===== src/rtl/int_arbiter_pkg.sv =====
// int_arbiter_pkg: shared exception codes, vector indices and FSM encoding
package int_arbiter_pkg;
    localparam int INTOp_WIDTH = 2;
    typedef enum logic [INTOp_WIDTH-1:0] {
        INTOp_NONE = 2'd0,
        INTOp_TRAP = 2'd1,
        INTOp_SC   = 2'd2
    } intop_e;
    typedef enum logic {IDLE = 1'b0, REQ = 1'b1} state_e;
    localparam logic [4:0] VEC_TRAP = 5'd6;
    localparam logic [4:0] VEC_SC   = 5'd8;
    localparam logic [4:0] VEC_EXT  = 5'd16;
    function automatic logic [4:0] vec_id(intop_e op, logic [3:0] src);
        return op == INTOp_TRAP ? VEC_TRAP : op == INTOp_SC ? VEC_SC : VEC_EXT + {1'b0, src};
    endfunction
endpackage


===== src/rtl/int_arbiter_if.sv =====
// int_arbiter_if: pipeline-side request/acknowledge handshake of the arbiter
interface int_arbiter_if
    import int_arbiter_pkg::*;
#(
    parameter int PC_WIDTH  = 32,
    parameter int SPR_WIDTH = 32
);
    intop_e                sync_op;
    logic [SPR_WIDTH-1:0]  IVPR;
    logic                  intAck;
    logic                  intReq;
    logic [PC_WIDTH-1:0]   intAddr;
    logic [4:0]            intId;
    logic                  intIsSync;
    modport master (input sync_op, IVPR, intAck, output intReq, intAddr, intId, intIsSync);
    modport slave  (output sync_op, IVPR, intAck, input intReq, intAddr, intId, intIsSync);
endinterface


===== src/rtl/int_prio_enc.sv =====
// int_prio_enc: lowest-index-wins priority encoder
module int_prio_enc #(
    parameter int N = 8
) (
    input  logic [N-1:0] req,
    output logic         valid,
    output logic [3:0]   idx
);
    always_comb begin
        idx = '0;
        for (int i = N - 1; i >= 0; i--)
            if (req[i]) idx = 4'(i);
    end
    assign valid = |req;
endmodule


===== src/rtl/int_arbiter.sv =====
// int_arbiter: merges edge/level external interrupts with synchronous exceptions
// into a single held request with vector id and address.
module int_arbiter
    import int_arbiter_pkg::*;
#(
    parameter int NUM_SRC   = 8,
    parameter int PC_WIDTH  = 32,
    parameter int SPR_WIDTH = 32
) (
    input  logic               clk,
    input  logic               rst,
    input  logic [NUM_SRC-1:0] hw_int,
    input  logic [NUM_SRC-1:0] edge_mode,
    input  logic [NUM_SRC-1:0] int_mask,
    input  logic               EE,
    int_arbiter_if.master      bus
);
    localparam int HW = PC_WIDTH / 2;

    state_e              state, state_nx;
    logic [NUM_SRC-1:0]  prev, pend, pend_nx, rise, cand, clr;
    logic                ext_v, take, ack, ext_q, sync_q, unused_ivpr_lo;
    logic [3:0]          ext_idx, src_q;
    logic [4:0]          id_nx, id_q;
    logic [PC_WIDTH-1:0] addr_nx, addr_q;

    int_prio_enc #(.N(NUM_SRC)) u_enc (.req(cand), .valid(ext_v), .idx(ext_idx));

    assign rise  = hw_int & ~prev;
    assign ack   = state == REQ && bus.intAck;
    assign clr   = (ack && ext_q) ? NUM_SRC'(1) << src_q : '0;
    // a fresh edge in the acknowledge cycle re-arms the source
    assign pend_nx = (edge_mode & (rise | (pend & ~clr))) | (~edge_mode & hw_int);
    assign cand  = pend & int_mask & {NUM_SRC{EE}};
    assign take  = state == IDLE && (bus.sync_op != INTOp_NONE || ext_v);
    assign id_nx = vec_id(bus.sync_op, ext_idx);
    assign addr_nx = PC_WIDTH'({bus.IVPR[SPR_WIDTH-1 -: SPR_WIDTH/2], HW'({id_nx, 4'h0})});
    assign unused_ivpr_lo = ^bus.IVPR[SPR_WIDTH/2-1:0];

    always_comb begin
        state_nx = state;
        state_nx = state == IDLE ? (take ? REQ : IDLE) : (bus.intAck ? IDLE : REQ);
    end

    always_ff @(posedge clk) begin
        if (rst) begin
            state  <= IDLE;
            prev   <= '0;
            pend   <= '0;
            id_q   <= '0;
            addr_q <= '0;
            sync_q <= 1'b0;
            ext_q  <= 1'b0;
            src_q  <= '0;
        end else begin
            state <= state_nx;
            prev  <= hw_int;
            pend  <= pend_nx;
            if (take) begin
                id_q   <= id_nx;
                addr_q <= addr_nx;
                sync_q <= bus.sync_op != INTOp_NONE;
                ext_q  <= bus.sync_op == INTOp_NONE;
                src_q  <= ext_idx;
            end
        end
    end

    assign bus.intReq    = state == REQ;
    assign bus.intAddr   = addr_q;
    assign bus.intId     = id_q;
    assign bus.intIsSync = sync_q;
endmodule


===== src/flat_wrapper.sv =====
// flat-port wrapper written by rule: the top's interface ports become plain ports
module int_arbiter_flat import int_arbiter_pkg::*;
#(
    parameter int NUM_SRC   = 8,
    parameter int PC_WIDTH  = 32,
    parameter int SPR_WIDTH = 32
)
  (clk, rst, hw_int, edge_mode, int_mask, EE, bus_sync_op, bus_IVPR, bus_intAck, bus_intReq, bus_intAddr, bus_intId, bus_intIsSync);
  int_arbiter_if #(.PC_WIDTH(PC_WIDTH), .SPR_WIDTH(SPR_WIDTH)) bus_i ();
  input  logic clk;
  input  logic rst;
  input  logic [NUM_SRC-1:0] hw_int;
  input  logic [NUM_SRC-1:0] edge_mode;
  input  logic [NUM_SRC-1:0] int_mask;
  input  logic EE;
  input wire logic [$bits(bus_i.sync_op)-1:0] bus_sync_op;
  input wire logic [$bits(bus_i.IVPR)-1:0] bus_IVPR;
  input wire logic [$bits(bus_i.intAck)-1:0] bus_intAck;
  output wire logic [$bits(bus_i.intReq)-1:0] bus_intReq;
  output wire logic [$bits(bus_i.intAddr)-1:0] bus_intAddr;
  output wire logic [$bits(bus_i.intId)-1:0] bus_intId;
  output wire logic [$bits(bus_i.intIsSync)-1:0] bus_intIsSync;
  assign bus_i.sync_op = bus_sync_op;
  assign bus_i.IVPR = bus_IVPR;
  assign bus_i.intAck = bus_intAck;
  assign bus_intReq = bus_i.intReq;
  assign bus_intAddr = bus_i.intAddr;
  assign bus_intId = bus_i.intId;
  assign bus_intIsSync = bus_i.intIsSync;
  int_arbiter #(.NUM_SRC(NUM_SRC), .PC_WIDTH(PC_WIDTH), .SPR_WIDTH(SPR_WIDTH)) u_core (.clk(clk), .rst(rst), .hw_int(hw_int), .edge_mode(edge_mode), .int_mask(int_mask), .EE(EE), .bus(bus_i));
endmodule

===== config.mk =====
export PLATFORM = sky130hd
export DESIGN_NAME = int_arbiter_flat
export DESIGN_NICKNAME = d
export VERILOG_FILES = /design/src/rtl/int_arbiter_pkg.sv /design/src/rtl/int_arbiter_if.sv /design/src/rtl/int_prio_enc.sv /design/src/rtl/int_arbiter.sv /design/src/flat_wrapper.sv
export SDC_FILE = /design/constraint.sdc
export NUM_CORES = 1
export LEC_CHECK = 0
export BUFFER_PORTS_ARGS = -buffer_cell sky130_fd_sc_hd__buf_2
export CAP_MARGIN = 30
export CORE_MARGIN = 1.5
export CORE_UTILIZATION = 48
export CTS_CLUSTER_DIAMETER = 80
export DETAILED_ROUTE_END_ITERATION = 6
export GPL_TIMING_DRIVEN = 0
export PLACE_DENSITY = 0.84
export SYNTH_ARGS = -nofsm -noshare
export SYNTH_HDL_FRONTEND = slang
export SYNTH_SLANG_ARGS = --single-unit

===== constraint.sdc =====
create_clock -name clk -period 2.51 [get_ports clk]
set_clock_uncertainty 0.15 [all_clocks]
set_input_delay 0.1255 -clock clk [delete_from_list [all_inputs] [get_ports clk]]
set_output_delay 0.1255 -clock clk [all_outputs]
set_load 0.02 [all_outputs]

# Word level (Yosys, flattened, before mapping)
# Cells that the tools add are included.
# totals
n_memories	0
inputBits	62
regBits	49
ramBits	0
latchBits	0
elab_cells	45
out_inout_bits	39
romBits	0
# op_classes
n_bitwise	12
n_div	0
shifts	1
n_eq_ne	2
n_addsub	1
multipliers	0
mux	14
n_reduce_logical	7
magnitude_cmp	0
# ops
op	count
8-bit bitwise AND	6
4-bit two-way mux	7
8-bit NOT	3
8-bit bitwise OR	2
5-bit two-way mux	2
8-bit two-way mux	1
8-bit OR reduction	1
1-bit by 4-bit left shift with 8-bit output (first input constant)	1
5-bit by 4-bit adder with 5-bit output (first input constant)	1
1-bit logical AND	3
1-bit two-way mux	3
3-bit two-way mux	1
2-bit by 1-bit equality test with 1-bit output (second input constant)	1
2-bit equality test (second input constant)	1
2-bit logical NOT	1
2-bit nonzero test	1
1-bit logical OR	1
1-bit NOT	1

# Longest topological paths before layout
# logic_depth
depth_word	13
ltp_mapped	7
mapped_depth_nobuf	5

# Cells and area by module
# Synthesis repeated with hierarchy kept, for this count alone.
# hier_totals
cells_unflattened	244
hier_area_um2	2140.8
# modules_own_cells
module	area_per_inst_um2	n_inst	cells_per_inst	seq_area_each_um2
int_arbiter	2048.2	1	229	880.8
int_prio_enc	92.6	1	15	0.0

# Worst setup path after synthesis
# OpenSTA, ideal clock, no wires.
# synth_timing
path_kind	reg2reg
from	register u_core.pend[4]
to	register u_core.src_q[2]
slack_ns	0.927
setup_ns	0.128
t_arrival_ns	1.305
path_stages_with_launch	8
period_less_slack_ns	1.583
path_buffers	2
required_ns	2.232
path_cell_list	dfxtp_1 a22oi_2 a21o_4 a41o_1 buf_6 buf_6 a21oi_2 nor2_1
# synth_via
elab_chain_cells	7
word_cells_on_any_way	10
classes_between	mux: 5; bitwise: 2; reduce/logical: 3
# synth_lines
item	line	source
from (decl)	int_arbiter.sv:21	logic [NUM_SRC-1:0] prev, pend, pend_nx, rise, cand, clr;
from (signal assigned)	int_arbiter.sv:58	pend <= pend_nx;
8-bit bitwise AND * (2 in series)	int_arbiter.sv:34	assign cand = pend & int_mask & {NUM_SRC{EE}};
4-bit two-way mux (5 in series)	int_prio_enc.sv:12	if (req[i]) idx = 4'(i);
to (signal assigned)	int_arbiter.sv:64	src_q <= ext_idx;
to (decl)	int_arbiter.sv:23	logic [3:0] ext_idx, src_q;
# Every way passes the cells marked *; elsewhere a longest branch is shown, timed or not.
# A chain may end at the register's enable or synchronous reset.

# Worst setup path in the final report
# layout_timing
from	register u_core.pend[1]
to	register u_core.addr_q[23], in the netlist u_core.bus.intAddr[23]
# layout_via
elab_chain_cells	5
# layout_lines
item	line	source
8-bit bitwise AND (2 in series)	int_arbiter.sv:34	
8-bit OR reduction	int_prio_enc.sv:14	assign valid = |req;
1-bit logical OR	int_arbiter.sv:35	assign take = state == IDLE && (bus.sync_op != INTOp_NONE || ext_v);
1-bit logical AND	int_arbiter.sv:35	
to (signal assigned)	int_arbiter.sv:61	addr_q <= addr_nx;
to (decl)	int_arbiter.sv:25	logic [PC_WIDTH-1:0] addr_nx, addr_q;
# No other way between the ends.

==> metrics.md <==
| Metric | Value |
|---|---|
| Setup TNS | 0 ns |
| Critical path class | flop to flop |
| First-pass GRT wire length | 8240 um |
| Syn Area/Cell | 8.44 um^2 |
| Yosys reg bits | 43 |
| RSZ-0062 raised after global routing | no |
| Seq/Total Area, Yosys | 44.7% |
| CTS Sinks | 43 |
| Post-synthesis cell area | 0.00192 mm^2 |
| Core area | 0.00374 mm^2 |
| Initial DRC Count | 112 |
| Hold Crit Start | rst |
| Initial Util | 51.4% |
| Row cnt | 22 |
| Pint | 1.11 mW |
| Synth cell types | 36 |
| Power Total | 1.57 mW |
| NetSw | 0.464 mW |
| Crit path max-delay family | compound AO/OA/AOI/OAI gates |
| Max Fanout on Critical Path | 10 |
| Pin count of the biggest net entering global routing | 13 |
| Area delta synth->final | 48.6% |
| Dominant synthesized flop cell | dfxtp_1 |
| Design area | 0.00286 mm^2 |
| Sequential share of power | 48.7% |
| Final net count | 422 |
| Vias in the first global route | 1921 |
| # diodes | 0 |
| Post-synth top area share | 44.7% |
| Cells along the critical path | a22o_1, nand2_1, a41oi_4, buf_6, nand2_1, a21oi_1 |
| CTS root buffer | clkbuf_8 |
| Port Buf Inserts | 73 |
| Tcrit/Tclk final | a little over two thirds |
| MaxCap Viol Count | 0 |
| Initial antenna violation count | 0 |
| Slowest CP cell | dfxtp_1 |
| Status | completed |
| Fin. Hold Viols | 0 |
| Number of remaining DRC errors | 0 |
| Buf/Inv on CP | 1 |
| Endpoint class of the critical path | flop |
| Slew HR | 65.5% |
| Area after DPL | 0.00239 mm^2 |
| Total grt overflow | 0 |
| Share of cells above drive strength 1 | 30.2% |
| Max Slew Vio Count | 0 |
| Routed WL | roughly 5200 um |
| Via Count | 1982 |
| Pre-antenna DRT Iters | 5 |
| Routability cong. | between 0.8 and 0.9 |
| Via/cell ratio | 4.88 |
| DIE AREA | 0.00440 mm^2 |
| CTS HTree Levels | 2 |
| Largest cells by area after synthesis | dfxtp_1 (45%), nand2_1 (14%), buf_4 (6.2%), a21oi_1 (5.5%), o31ai_1 (3.1%) |
| DP Wirelength | 3280 um |
| Resized Gates After CTS | 0 |
| Worst slew pin tran | 0.518 ns |
| Setup WS pre-CTS | 0.804 ns |
| CTS tree | yes |
| Switching Fraction | just under 30% |
| Clock power frac | 26.9% |
| Final hold slack | roughly 0.088 ns |
| Comb pwr share | between 20% and 30% |
| Post-Syn Instances | 228 |
| Largest area contributor in the netlist | dfxtp_1 |
| CP arrival | 1.82 ns |
| Cell repeated most along the worst path | nand2_1 |
| FFs w/ async S/R, synth | 0% |
| CP Launch Type | flop |
| # IOs | 101 |
| P_leak | about 1.3 nW |
| # setup viols final | 0 |
| Die Width | 66.3 um |
| Cts bufs inserted | 5 |
| Detail-routed net length per standard cell | 12.7 um |
| RR Startpoint | u_core.pend[1] |
| PwrDens | 550 mW/mm^2 |
| Final worst slack | 0.757 ns |
| Max incr delay on CP | 0.38 ns |
| Worst-path clk slew | 0.08 ns |
| Highest Clock Rate | 570 MHz |
| ANT nets after route | 0 |
| Clock Latency Late Sink | 0.30 ns |
| Die Y | 66.3 um |
| Hold crit path type | primary input to flop |
| Post-layout min period | 1.75 ns |
| Gr usage total | about 25% |
| Synth warn | 0 |
| Max clock buf depth | 2 |
| Critical Path RT | 2.57 ns |
| Post-synth EDFFs | 0 |
| Crit path from | u_core.pend[1] |
| Maximum vdd ir drop | around 360 uV |
==> cells by family after synthesis <==
logic type                 synth area share [%]
buffers and inverters                      10.5
AOI/OAI and AO/OA                          19.5
other                                     0.195
and+or+nand+nor                            23.1
adders and majority gates                  1.95
DFF                                        44.7
==> final timing paths <==
check | endpoint | slack (ns) | cells past startpoint
worst min-delay path | u_core.pend[2] | 0.09 | 4
worst min register to register | u_core.bus.intAddr[28] | 0.31 | 2
worst max-delay path | u_core.bus.intAddr[23] | 0.76 | 6
worst max register to register | u_core.bus.intAddr[23] | 0.76 | 6
==> placed cells by master, fill, tap and decap left out, drive strengths merged, types with 3 or more instances in the layout <==
cell type,netlist,routed
conb,1,11
dfxtp,43,43
clkbuf,3,10
a21oi,23,23
ha,3,3
nor2b,8,8
o21ai,3,3
nor2,12,12
nand3b,3,3
o31ai,8,8
inv,3,3
dlygate4sd3,0,39
nor3,4,4
nand2,70,70
buf,22,95
==> metal layers <==
layer	vias to the layer above	GRT usage [%]	wire length, um
met5	-	0	0
met4	0	15.1	192
met3	19	3.41	243
met2	67	43.4	2630
met1	886	28.4	2090
li1	1010	-	-
==> synthesized netlist by cell type, drive strengths merged (2+ instances only) <==
cell	n
a21oi	23
clkbuf	3
inv	3
buf	22
ha	3
nand3b	3
o31ai	8
dfxtp	43
nand4	2
o21ai	3
nand2b	2
a22o	2
nor3	4
nor2b	8
nand2	70
nor2	12
a22oi	2
a211oi	2
==> tightest hold or removal path: stages <==
cell	delay [ns]
buf_2	0.18
nor2b_1	0.08
nand2_1	0.05
o31ai_1	0.05
==> cell type report <==
cell class,count,area [um^2]
tap,48,60.1
clock buffer,7,76.3
inverter,3,11.3
sequential,43,861
buffer,25,191
fill,278,885
timing repair buffer,112,756
multi-input combinational,167,898
clock inverter,1,5.00
==> metrics by stage <==
step                std cells  utilization [%]
detailed placement        359             63.8
CTS                       406             76.4
global route              406             76.4
floorplan                 238                -
finish                    406             76.4
global placement          359             63.8
==> repair_timing <==
action	in CTS	in global routing
hold endpoints to repair	33	0
setup endpoints to repair	0	0
buffers inserted	0	0
hold buffers	39	0
==> power by group through the flow <==
stage	Sequential [mW]	Combinational, mW	Clock [mW]
2_1_floorplan	0.814	0.188	0
3_3_place_gp	0.778	0.324	0
3_5_place_dp	0.782	0.331	0
4_1_cts	0.766	0.379	0.425
5_1_grt	0.773	0.420	0.457
6_report	0.767	0.384	0.423
==> state kept, by name (all words and copies together), names as in the netlist <==
signal / count
u_core.src_q: 3
u_core.prev: 8
u_core.pend: 8
u_core.bus.intAddr: 17
u_core.bus.intIsSync: 1
u_core.bus.intReq: 1
u_core.ext_q: 1
u_core.bus.intId: 4
Power figures use the tool's default switching activity.
